<file path="src/rtl/hazard_stall_unit.sv">
// ID-stage hazard controller: load-use stalls, branch flush of IF/ID, and pipe freeze on memory busy.
// Define STALL_STATS_EN to build the saturating stall/flush statistics counters.
module hazard_stall_unit #(
  parameter int unsigned REG_ADDR_W = 5,
  parameter int unsigned CNT_W      = 16
) (
  input  logic                  clk,
  input  logic                  reset,
  input  logic [REG_ADDR_W-1:0] IF_ID_Rs,
  input  logic [REG_ADDR_W-1:0] IF_ID_Rt,
  input  logic                  ID_uses_Rs,
  input  logic                  ID_uses_Rt,
  input  logic                  ID_EX_MemRead,
  input  logic [REG_ADDR_W-1:0] ID_EX_Write_register,
  input  logic                  EX_MEM_MemRead,
  input  logic [REG_ADDR_W-1:0] EX_MEM_Write_register,
  input  logic                  ID_Branch_Taken,
  input  logic                  Mem_Busy,
  output logic                  PC_Write,
  output logic                  IF_ID_Write,
  output logic                  IF_ID_Flush,
  output logic                  ID_EX_Bubble,
  output logic                  Pipe_Freeze,
  output logic [CNT_W-1:0]      Load_Stall_Count,
  output logic [CNT_W-1:0]      Flush_Count
);

  typedef enum logic {StRun, StHold1} state_e;

  state_e state_q, state_d;
  logic   dep_ex, dep_mem, haz_ex, haz_mem;

  assign dep_ex = (ID_EX_Write_register != '0) &&
                  ((ID_EX_Write_register == IF_ID_Rs && ID_uses_Rs) ||
                   (ID_EX_Write_register == IF_ID_Rt && ID_uses_Rt));
  assign dep_mem = (EX_MEM_Write_register != '0) &&
                   ((EX_MEM_Write_register == IF_ID_Rs && ID_uses_Rs) ||
                    (EX_MEM_Write_register == IF_ID_Rt && ID_uses_Rt));
  assign haz_ex  = ID_EX_MemRead && dep_ex;
  assign haz_mem = EX_MEM_MemRead && dep_mem;

  always_ff @(posedge clk or negedge reset) begin
    if (!reset) begin
      state_q <= StRun;
    end else begin
      state_q <= state_d;
    end
  end

  always_comb begin
    state_d      = state_q;
    PC_Write     = 1'b0;
    IF_ID_Write  = 1'b0;
    IF_ID_Flush  = 1'b0;
    ID_EX_Bubble = 1'b0;
    Pipe_Freeze  = 1'b0;
    // Outputs are forced quiet while reset is held, regardless of state.
    if (reset) begin
      unique case (state_q)
        StRun: begin
          if (Mem_Busy) begin
            Pipe_Freeze = 1'b1;
          end else if (haz_ex) begin
            ID_EX_Bubble = 1'b1;
            state_d      = StHold1;
          end else if (haz_mem) begin
            ID_EX_Bubble = 1'b1;
          end else begin
            PC_Write    = 1'b1;
            IF_ID_Write = 1'b1;
            IF_ID_Flush = ID_Branch_Taken;
          end
        end
        StHold1: begin
          if (Mem_Busy) begin
            Pipe_Freeze = 1'b1;
          end else begin
            ID_EX_Bubble = 1'b1;
            state_d      = StRun;
          end
        end
        default: state_d = StRun;
      endcase
    end
  end

`ifdef STALL_STATS_EN
  logic [CNT_W-1:0] load_stall_cnt_q, flush_cnt_q;

  always_ff @(posedge clk or negedge reset) begin
    if (!reset) begin
      load_stall_cnt_q <= '0;
      flush_cnt_q      <= '0;
    end else begin
      if (ID_EX_Bubble && load_stall_cnt_q != '1) begin
        load_stall_cnt_q <= load_stall_cnt_q + CNT_W'(1);
      end
      if (IF_ID_Flush && flush_cnt_q != '1) begin
        flush_cnt_q <= flush_cnt_q + CNT_W'(1);
      end
    end
  end

  assign Load_Stall_Count = load_stall_cnt_q;
  assign Flush_Count      = flush_cnt_q;
`else
  assign Load_Stall_Count = '0;
  assign Flush_Count      = '0;
`endif

endmodule

</file>
<file path="config.mk">
export PLATFORM = sky130hd
export DESIGN_NAME = hazard_stall_unit
export DESIGN_NICKNAME = d
export VERILOG_FILES = /design/src/rtl/hazard_stall_unit.sv
export SDC_FILE = /design/constraint.sdc
export NUM_CORES = 1
export LEC_CHECK = 0
export BUFFER_PORTS_ARGS = -buffer_cell sky130_fd_sc_hd__buf_2
export CELL_PAD_IN_SITES_DETAIL_PLACEMENT = 0
export CELL_PAD_IN_SITES_GLOBAL_PLACEMENT = 2
export CORE_MARGIN = 2
export CORE_UTILIZATION = 14
export DETAILED_ROUTE_END_ITERATION = 12
export PLACE_DENSITY = 0.77
export SETUP_SLACK_MARGIN = 0.1
export SLEW_MARGIN = 5
export SYNTH_ARGS = -nofsm -noshare
export SYNTH_HDL_FRONTEND = slang
export SYNTH_SLANG_ARGS = --single-unit
</file>
<file path="constraint.sdc">
create_clock -name clk -period 1.8 [get_ports clk]
set_input_delay 0.36 -clock clk [delete_from_list [all_inputs] [get_ports clk]]
set_output_delay 0.36 -clock clk [all_outputs]
set_load 0.02 [all_outputs]
</file>
# Word-level counts from Yosys, hierarchy flattened
# Cells that the tools add are included.
# totals
reg_bits	1
inputBits	28
out_inout_bits	37
word_cells	39
# classes
eq_ne	4
n_mux	21
bitwise_logic	1
reduce_logical	12
# op_table
operator	n
$eq A5 B5 Y1	4
$mux W1	19
$reduce_bool A5 Y1	2
$logic_and A1 B1 Y1	8
$pmux W1 S2	2
$logic_or A1 B1 Y1	2
$not A1 Y1	1

# Longest topological paths before layout
# logic_depth
ltp_word	10
ltp_mapped	6
depth_no_buf	5

# Worst setup path before layout
# OpenSTA, ideal clock, no wires.
# synth_path
path_kind	input -> output
startpoint	input port ID_EX_Write_register[1]
endpoint	output port PC_Write
arrival_time_ns	1.920
t_required_ns	1.440
setup_slack_ns	-0.480
stages	5
n_path_buf	1
cell_sequence	or4_4 -> o21ai_2 -> o22ai_2 -> nor3_1 -> buf_4
# synth_via
elab_chain_len	9
word_cells_on_any_way	12
cone_classes	eq/ne (2); mux (4); reduce/logical (6)
# synth_lines
item	line	source
start, declared	14	input logic [REG_ADDR_W-1:0] ID_EX_Write_register,
$eq A5 B5 Y1, on equally long branches	34, 35	
$logic_and A1 B1 Y1, on equally long branches	34, 35	
$logic_or A1 B1 Y1	34	((ID_EX_Write_register == IF_ID_Rs && ID_uses_Rs) ||
$logic_and A1 B1 Y1 (*)	33	assign dep_ex = (ID_EX_Write_register != '0) &&
$logic_and A1 B1 Y1 (*)	39	assign haz_ex = ID_EX_MemRead && dep_ex;
$mux W1 (*) (4 in a row)	n/a	
end, declared	19	output logic PC_Write,
# Mark *: on every way between the ends. The rest lies on a longest branch, timed or not.

# Final worst setup path
# layout_path
startpoint	input port EX_MEM_Write_register[1]
endpoint	output port ID_EX_Bubble
# layout_via
elab_chain_len	10
word_cells_on_any_way	13
cone_classes	eq/ne (2); mux (5); reduce/logical (6)
# layout_lines
item	line	source
start, declared	16	input logic [REG_ADDR_W-1:0] EX_MEM_Write_register,
$eq A5 B5 Y1, on equally long branches	37, 38	
$logic_and A1 B1 Y1, on equally long branches	37, 38	
$logic_or A1 B1 Y1	37	((EX_MEM_Write_register == IF_ID_Rs && ID_uses_Rs) ||
$logic_and A1 B1 Y1 (*)	36	assign dep_mem = (EX_MEM_Write_register != '0) &&
$logic_and A1 B1 Y1 (*)	40	assign haz_mem = EX_MEM_MemRead && dep_mem;
$mux W1 (*)	66	end else if (haz_mem) begin
$mux W1 (*)	63	end else if (haz_ex) begin
$mux W1 (*)	61	if (Mem_Busy) begin
$pmux W1 S2 (*)	59	unique case (state_q)
$mux W1 (*)	58	if (reset) begin
end, declared	22	output logic ID_EX_Bubble,
# Marked as above.

==> out/qor.csv <==
metric;value;unit
Sw Ratio;0.5577;
post-synth top area share;0.4057;
sequential fraction of design power;0.099;
Reg clk slew, reported paths;0;ns
Final ANT Viol Nets;0;
number of global-route vias before repair;496;
CP required;1.44;ns
Die Area;4906;um^2
row count;24;
total power;0.0002502;W
Hold Fails Final Rpt;0;
Die Y-Extent;70.04;um
Int Pwr;0.0001107;W
# setup viols final;5;
Post-Route WL;1612;um
status;finished with violations;
Top reg by flops;state_q;
Largest regs;state_q (1);
DRC;0;
final std cells w/o fill;167;
Yosys warnings;0;
Worst R2R Setup Slack;0.89;ns
share of power burned in combinational logic;0.901;
power share of the clock group;0;
Top Ports;65;
Layout area overhead;52.05;%
crit-path max FO;3;
endpoint type of the worst setup path;output port;
synth top area cells;buf_4 (41%), xor2_1 (23%), xnor2_1 (5.7%);
HP Class;in2async;
Crit path arrival time;1.63;ns
Port Buffers;32;
Ant. Diodes;0;
syn_area_per_cell;7.930;um^2
worst hold margin;0.1522;ns
Post-Syn Area;610.6;um^2
leakage power;0.4478;nW
Global Route Usage Sum;0.05502;
initial antenna violation count;0;
CORE AREA;4264;um^2
cell accounting for the most synthesized area;buf_4;
maxcap violations;0;
WL per Instance;9.653;um
Worst VDD drop;0.04997;mV
Synth Instances;77;
vias per cell;3.305;
Die Width;70.04;um
global-route wire length before repair;2194;um
Initial Util;0.1432;
Worst Setup Start Kind;primary input;
DP Area;754.5;um^2
PwrDens;269.5;nW/um^2
final net count;145;
GP Congestion;0.7064;
number of flops mapped to enable cells by yosys;0;
worst skew pair latency;0;ns
ratio of cells with drive above 1 in the final layout;0.4783;
FF+latch count, synth;1;
Worst R2R Path Depth;2;
largest net degree at the start of global routing;6;
DR pass1 iterations;4;
Layout Skew;0;ns
total grt overflow;0;
failing checks;setup timing;
fmax;0.5016;GHz
post-DP HPWL;1369;um
count leader, synth;buf_4;
ys flop type;dfrtp_1;
Final WS setup;-0.1936;ns
max reg flops;1;
Tcrit/Tclk final;1.108;
Final Instance Area;928.4;um^2
NetSw;0.0001396;W
unrepaired setup endpoints after global routing;yes;
initial DRC count;5;
Cells after DPL;164;
Synth top cells by count;buf_4 (33), xor2_1 (16), nor4_1 (5), xnor2_1 (4), and2_1 (3);
CP Class;in2out;
post-synthesis sequential area ratio;0.04098;
Netlist cell types;20;
Vias;552;
Final min period;1.994;ns
asr flop ratio synth;1.000;
fin. max-slew vios;0;
-- stage by stage --
stage / util / setup TNS (ns) / setup slack (ns)
detailed placement: 0.1769 / -0.9982 / -0.2942
CTS: 0.2013 / -0.7068 / -0.2079
global route: 0.2177 / -1.018 / -0.2571
floorplan: - / -0.2193 / -0.1586
finish: 0.2177 / -0.7304 / -0.1936
global placement: 0.1769 / -0.9563 / -0.2988
-- worst max-delay path, stage by stage --
cell,delay [ns]
buf_8,0.10
or4_4,0.54
o21ai_4,0.18
o22ai_4,0.11
o21a_2,0.21
buf_6,0.12
-- cell usage in the layout, fill, tap and decap left out --
cell type,instances
nor2b_1,1
or4_4,2
xor2_1,16
a32oi_2,2
buf_6,7
nand2b_1,1
buf_2,22
dfrtp_1,1
buf_4,9
o21ai_4,2
xnor2_1,4
and2_1,3
o22ai_4,1
nor4_2,4
buf_8,2
nor3_2,1
nand2_1,1
conb_1,32
nor3_4,1
o21a_2,1
a21o_1,1
nor4_4,1
-- cell families (layout without fill, tap and decap cells) --
family | Yosys count | in the layout | synth area share
AOI/OAI and AO/OA | 7 | 7 | 0.09632
xor gates and xnor gates | 20 | 20 | 0.2869
buffers and inverters | 33 | 40 | 0.4057
DFF | 1 | 1 | 0.04098
other | 1 | 32 | 0.006142
and+or+nand+nor | 15 | 15 | 0.1639
-- power by group through the flow --
stage | sequential [W] | clock [W] | combinational (W)
final | 0.0000247 | 0 | 0.000225
after CTS | 0.0000244 | 0 | 0.000206
after floorplan | 0.0000243 | 0 | 0.000170
after global routing | 0.0000248 | 0 | 0.000244
after global placement | 0.0000244 | 0 | 0.000182
after detailed placement | 0.0000244 | 0 | 0.000182
-- path summary, 6_finish.rpt --
check | startpoint | end
max | EX_MEM_Write_register[1] | ID_EX_Bubble
min | reset | state_q
max reg2reg | state_q | state_q
min reg2reg | state_q | state_q
max in group asynchronous | reset | state_q
min in group clk | state_q | state_q
-- cell type report --
type	count	area (um^2)
fillers	500	3336
multi-input cells	74	551.8
repair buffers	40	286.5
well taps	52	65.06
flip-flops and latches	1	25.02
-- metal layers --
| layer | wire length, um | global-route usage | vias to the layer above |
|---|---|---|---|
| met1 | 588 | 0.06794 | 242 |
| met4 | 0 | 0 | 0 |
| met2 | 822 | 0.1016 | 41 |
| met5 | 0 | 0 | - |
| met3 | 201 | 0.01443 | 0 |
| li1 | - | - | 269 |
-- timing repair --
item / in CTS / in global routing
buffers inserted: 2 / 1
pin swaps: 9 / 4
hold buffers: 0 / 0
gates resized for setup: 22 / 10
setup endpoints to repair: 4 / 5
Note: power is estimated with default switching activity, not from simulation.
